$ cat config.mk
export PLATFORM = sky130hd
export DESIGN_NAME = uart_fifo_ctrl
export DESIGN_NICKNAME = d
export VERILOG_FILES = /design/src/rtl/uart_fifo_pkg.sv /design/src/rtl/uart_fifo_mem.sv /design/src/rtl/uart_fifo_ctrl.sv
export SDC_FILE = /design/constraint.sdc
export NUM_CORES = 1
export LEC_CHECK = 0
export BUFFER_PORTS_ARGS = -buffer_cell sky130_fd_sc_hd__buf_2
export CAP_MARGIN = 20
export CORE_ASPECT_RATIO = 1.4
export CORE_MARGIN = 1
export CORE_UTILIZATION = 50
export CTS_CLUSTER_DIAMETER = 120
export CTS_CLUSTER_SIZE = 24
export DETAILED_ROUTE_END_ITERATION = 6
export PLACE_DENSITY = 0.65
export SYNTH_ARGS = -nofsm -noshare
export SYNTH_HDL_FRONTEND = slang
export SYNTH_SLANG_ARGS = --single-unit
$ cat constraint.sdc
create_clock -name clk_i -period 7 [get_ports clk_i]
set_clock_uncertainty 0.1 [all_clocks]
set_input_delay 0.35 -clock clk_i [delete_from_list [all_inputs] [get_ports clk_i]]
set_output_delay 0.35 -clock clk_i [all_outputs]
set_load 0.02 [all_outputs]
$ cat src/rtl/uart_fifo_pkg.sv
// Shared definitions for the UART TX/RX FIFO controller.
package uart_fifo_pkg;

    localparam int unsigned FIFO_WIDTH_DEF = 8;
    localparam int unsigned FIFO_DEPTH_DEF = 128;

    // Status bundle consumed by the TL-UL register block.
    typedef struct packed {
        logic full;
        logic empty;
        logic thresh_hit;
        logic ovf;
        logic udf;
    } fifo_status_t;

    // Width of level/threshold fields: one extra bit so DEPTH itself fits.
    function automatic int unsigned lvl_w(input int unsigned depth);
        return $clog2(depth) + 1;
    endfunction

endpackage

$ cat src/rtl/uart_fifo_mem.sv
// DEPTH x WIDTH storage: synchronous write, asynchronous read, no reset so it
// can later be swapped for an SRAM macro.
module uart_fifo_mem #(
    parameter int unsigned WIDTH = 8,
    parameter int unsigned DEPTH = 128,
    localparam int unsigned AW   = $clog2(DEPTH)
) (
    input  logic             clk_i,
    input  logic             we_i,
    input  logic [AW-1:0]    waddr_i,
    input  logic [WIDTH-1:0] wdata_i,
    input  logic [AW-1:0]    raddr_i,
    output logic [WIDTH-1:0] rdata_o
);

    logic [WIDTH-1:0] mem_q [DEPTH];

    // Write port.
    always_ff @(posedge clk_i) begin
        if (we_i) begin
            mem_q[waddr_i] <= wdata_i;
        end
    end

    assign rdata_o = mem_q[raddr_i];

endmodule

$ cat src/rtl/uart_fifo_ctrl.sv
// Parametrised synchronous FIFO (controller + storage) for the UART data paths.
// Exact full/empty, fill level, watermark, sticky overflow/underflow.
// Optional macro UART_FIFO_FWFT_EN selects first-word fall-through reads;
// otherwise reads have one cycle of registered latency.
module uart_fifo_ctrl
    import uart_fifo_pkg::*;
#(
    parameter int unsigned WIDTH = FIFO_WIDTH_DEF,
    parameter int unsigned DEPTH = FIFO_DEPTH_DEF,
    localparam int unsigned LVLW = lvl_w(DEPTH)
) (
    input  logic             clk_i,
    input  logic             rst_ni,
    input  logic             clr_i,
    input  logic             we_i,
    input  logic [WIDTH-1:0] wdata_i,
    input  logic             re_i,
    output logic [WIDTH-1:0] rdata_o,
    output logic             rvalid_o,
    output logic             full_o,
    output logic             empty_o,
    output logic [LVLW-1:0]  level_o,
    input  logic [LVLW-1:0]  thresh_i,
    output logic             thresh_hit_o,
    output logic             ovf_o,
    output logic             udf_o
);

    localparam int unsigned AW = LVLW - 1;

    // Pointers carry a wrap bit above the address bits.
    logic [LVLW-1:0]  wptr_q, wptr_d;
    logic [LVLW-1:0]  rptr_q, rptr_d;
    logic             ovf_q, ovf_d;
    logic             udf_q, udf_d;
    logic [LVLW-1:0]  level;
    logic             full, empty;
    logic             wa, ra;
    logic [WIDTH-1:0] mem_rdata;
    fifo_status_t     status;

    assign full  = (wptr_q[AW-1:0] == rptr_q[AW-1:0]) && (wptr_q[AW] != rptr_q[AW]);
    assign empty = (wptr_q == rptr_q);
    assign level = wptr_q - rptr_q;

    // A flush swallows any request issued in the same cycle.
    assign ra = ~clr_i & re_i & ~empty;
    assign wa = ~clr_i & we_i & (~full | ra);

    uart_fifo_mem #(
        .WIDTH (WIDTH),
        .DEPTH (DEPTH)
    ) u_mem (
        .clk_i   (clk_i),
        .we_i    (wa),
        .waddr_i (wptr_q[AW-1:0]),
        .wdata_i (wdata_i),
        .raddr_i (rptr_q[AW-1:0]),
        .rdata_o (mem_rdata)
    );

    // Pointer and sticky error next-state.
    always_comb begin
        wptr_d = wptr_q;
        rptr_d = rptr_q;
        ovf_d  = ovf_q;
        udf_d  = udf_q;
        if (clr_i) begin
            wptr_d = '0;
            rptr_d = '0;
            ovf_d  = 1'b0;
            udf_d  = 1'b0;
        end else begin
            if (wa) begin
                wptr_d = wptr_q + LVLW'(1);
            end
            if (ra) begin
                rptr_d = rptr_q + LVLW'(1);
            end
            if (we_i && !wa) begin
                ovf_d = 1'b1;
            end
            if (re_i && !ra) begin
                udf_d = 1'b1;
            end
        end
    end

    // Pointer and error registers.
    always_ff @(posedge clk_i or negedge rst_ni) begin
        if (!rst_ni) begin
            wptr_q <= '0;
            rptr_q <= '0;
            ovf_q  <= 1'b0;
            udf_q  <= 1'b0;
        end else begin
            wptr_q <= wptr_d;
            rptr_q <= rptr_d;
            ovf_q  <= ovf_d;
            udf_q  <= udf_d;
        end
    end

`ifdef UART_FIFO_FWFT_EN
    // Head entry is shown directly; masked to zero while empty so the output
    // never exposes uninitialised storage.
    assign rdata_o  = empty ? '0 : mem_rdata;
    assign rvalid_o = ~empty;
`else
    logic [WIDTH-1:0] rdata_q, rdata_d;
    logic             rvalid_q, rvalid_d;

    // Registered read: capture the head on an accepted read, hold otherwise.
    always_comb begin
        rdata_d  = rdata_q;
        rvalid_d = ra;
        if (ra) begin
            rdata_d = mem_rdata;
        end
    end

    // Read output registers.
    always_ff @(posedge clk_i or negedge rst_ni) begin
        if (!rst_ni) begin
            rdata_q  <= '0;
            rvalid_q <= 1'b0;
        end else begin
            rdata_q  <= rdata_d;
            rvalid_q <= rvalid_d;
        end
    end

    assign rdata_o  = rdata_q;
    assign rvalid_o = rvalid_q;
`endif

    assign status.full       = full;
    assign status.empty      = empty;
    assign status.thresh_hit = (level >= thresh_i);
    assign status.ovf        = ovf_q;
    assign status.udf        = udf_q;

    assign full_o       = status.full;
    assign empty_o      = status.empty;
    assign thresh_hit_o = status.thresh_hit;
    assign ovf_o        = status.ovf;
    assign udf_o        = status.udf;
    assign level_o      = level;

endmodule

==> metrics.md <==
| Metric | Value |
|---|---|
| Maximum clock frequency | `around 200 MHz` |
| Yosys warnings | `0` |
| CTS buffer count | `49` |
| WP depth | `8` |
| Critical-path top delay cell | `dfrtp_1` |
| WP buf/inv | `2` |
| Clock transition at path regs | `0.10 ns` |
| Reg2reg start | `rptr_q[3]` |
| H-Tree Depth | `2` |
| FF-to-FF setup slack | `2.01 ns` |
| Grt ovf | `0` |
| Most common cell in the synthesized netlist | `edfxtp_1` |
| First-pass GRT wire length | `148000 um` |
| Drt drc | `0` |
| Vias per std cell | `approximately 6.3` |
| Synth-to-Final Area Change | `6.27%` |
| Worst setup margin | `2.01 ns` |
| Cell Area, Synth | `41500 um^2` |
| Syn Inst Count | `approximately 2100` |
| Tightest Pin Transition | `between 1 and 1.5 ns` |
| Vias in the first global route | `20664` |
| Critical path capture point type | `flop` |
| Core area | `roughly 80000 um^2` |
| Outcome | `finished clean` |
| Final non-filler cell total | `3241` |
| DIE WIDTH | `245 um` |
| Switching Fraction | `approximately 24%` |
| Sum of negative setup slack | `0 ns` |
| CP arrival | `5.17 ns` |
| #FFs+latches synth | `1051` |
| Max Transition Viols Final | `0` |
| Footprint of the multi-input gates | `9300 um^2` |
| Cts repair resizes | `0` |
| Main synth FF type | `edfxtp_1` |
| Period Utilization, post-route | `between 70% and 80%` |
| WL/cell | `31.5 um` |
| Clk pwr share | `27.3%` |
| Max VDD drop | `0.000289 V` |
| Crit path to | `u_mem.mem_q[8][2]` |
| Setup CP Type | `reg -> reg` |
| Final min period | `4.99 ns` |
| Port bufs | `42` |
| # rows | `124` |
| Post-synth top cells | `1024 x edfxtp_1, 195 x mux4_2, 168 x nor2_1, 150 x mux2i_1, 89 x nand2_1` |
| Die Y | `343 um` |
| Initial antenna violation count | `3` |
| Static leakage | `13.3 nW` |
| Async S/R FF share, synth | `2.57%` |
| Post-route total power | `0.0119 W` |
| Final wirelength | `102000 um` |
| P_sw | `0.00291 W` |
| Root buf cell | `clkbuf_16` |
| Post-synth EDFFs | `slightly above 1000` |
| Top cell type's share of synthesized area | `74.1%` |
| Routed Antenna Nets | `0` |
| Placed cells | `3145` |
| Clock Tree Buf Depth | `3` |
| CP peak stage delay | `0.90 ns` |
| Worst skew pair latency | `0.66 ns` |
| Flop pwr share | `about three fifths` |
| Filler cells | `6240` |
| Seq. cell area | `31400 um^2` |
| Initial Util | `around half` |
| Reg2reg path depth | `8` |
| Max_cap viols | `0` |
| Largest net degree at the start of global routing | `117` |
| IO Pins | `43` |
| Post-DP HPWL | `64300 um` |
| Worst EP required | `7.18 ns` |
| Final GP Congestion | `0.888` |
| Crit-path cells | `inv_2, ha_1, and4_1, and4b_1, nor3_1, nand2_1, buf_4, nor2_1` |
| Register area share after synthesis | `75.7%` |
| Combinational Power Share | `13.8%` |
| Final-report setup violation count | `0` |
| Area leader, netlist | `edfxtp_1` |
| Routed via count | `between 20000 and 25000` |
| Critical Path Source Type | `flop` |
| Tightest Hold Check Type | `in -> reg` |
| Mean Syn Cell Area | `roughly 20 um^2` |
| Core Util, Final | `roughly 54%` |
| CTS Sinks | `about 1100` |
| Crit-path leading delay family | `simple AND/OR/NAND/NOR gates` |
| FF-to-FF End | `u_mem.mem_q[8][2]` |
| Power Dens Cells | `271 nW/um^2` |
| Cell variety after synth | `55` |
| Origin of the worst setup path | `rptr_q[3]` |
| Power Internal | `0.00903 W` |
| Net Count, Synth | `~2100` |
| Initial DRT Pass Iterations | `6` |
| DIE AREA | `84200 um^2` |
| Global Route Usage Sum | `24.7%` |
| Share of cells above drive strength 1 | `between 15 and 20%` |
| RSZ-0062 raised after global routing | `no` |
| Postcts setup bufs | `0` |
| Pre-CTS WS | `2.06 ns` |
| Final number of hold-violating endpoints | `0` |
| Slew HR | `about 23%` |
| Critical path peak fanout | `26` |
| Layout net count | `2167` |
| Top cells by area, synth | `edfxtp_1 74%, mux4_2 11%, mux2i_1 3.6%, dfrtp_1 1.6%, nor2_1 1.5%` |
| Drt initial violations | `2378` |
| CTS tree | `yes` |
-- how the worst min path moves through the flow --
stage	from	to	slack, ns	cells after the start
2_1_floorplan	rst_ni	ovf_o	-0.05	0
3_3_place_gp	rst_ni	udf_o	0.36	1
3_5_place_dp	rst_ni	udf_o	0.36	1
4_1_cts	clr_i	rptr_q[0]	0.001	2
5_1_grt	clr_i	ovf_o	0.04	2
6_report	clr_i	wptr_q[2]	0.05	2
-- layout by cell type, fill, tap and decap left out, types with 15 or more instances in the layout --
cell,Yosys,routed
nor2_1,168,167
mux4_2,195,195
clkbuf_1,38,39
nand3_1,33,33
a22oi_1,59,59
ha_1,17,17
nand2_1,89,84
dfrtp_1,27,24
inv_1,15,15
edfxtp_1,1024,1024
a221oi_1,16,16
o21ai_0,18,18
buf_2,25,34
buf_4,16,39
clkbuf_16,0,51
mux2i_1,150,150
a21oi_1,48,48
-- through the flow --
| stage | cell area, um^2 | hold WS (ns) |
|---|---|---|
| after floorplan | 41500 | -0.0456 |
| after global placement | 42600 | 0.357 |
| after detailed placement | 42600 | 0.364 |
| after CTS | 44100 | 0.00128 |
| after global routing | 44100 | 0.0445 |
| final | 44100 | 0.0538 |
-- repair_timing --
action	4_1_cts	5_1_grt
hold buffers	3	0
endpoints found under the hold margin	29	0
endpoints found under the setup margin	0	0
-- sequential cells by signal (all words and copies together) (netlist names) --
name         cells
ovf_o            1
rdata_o          8
rptr_q           8
rvalid_o         1
u_mem.mem_q   1024
udf_o            1
wptr_q           8
-- logic make-up after synthesis --
family,Yosys count,share of synthesized area (%)
DFF,1051,75.7
muxes,351,14.5
and+or+nand+nor,345,3.57
AOI/OAI and AO/OA,197,3.24
buffers and inverters,128,1.94
xor gates and xnor gates,20,0.422
adders and majority gates,18,0.561
-- layout make-up --
cell class              instances  area share, %
well taps                    1071           3.04
clock inverters                 2         0.0369
diodes                          1        0.00567
multi-input cells             931           21.1
clock buffers                  90           3.23
flip-flops and latches       1051           71.3
repair buffers                 77           1.16
inverters                      18          0.153
-- routing by layer --
metal	GRT usage [%]	share of wire [%]	wire length (um)
met2	42.0	51	52200
met4	7.98	3.4	3460
met1	33.3	39	39600
met3	3.08	6.6	6780
met5	0	0.026	27
-- power groups by stage --
stage / clock [W] / combinational (W) / sequential (W)
CTS: 0.00330 / 0.00166 / 0.00703
floorplan: 0 / 0.00123 / 0.00712
finish: 0.00325 / 0.00165 / 0.00703
detailed placement: 0 / 0.00166 / 0.00717
global placement: 0 / 0.00165 / 0.00717
global route: 0.00349 / 0.00175 / 0.00703
Power figures use the tool's default switching activity.
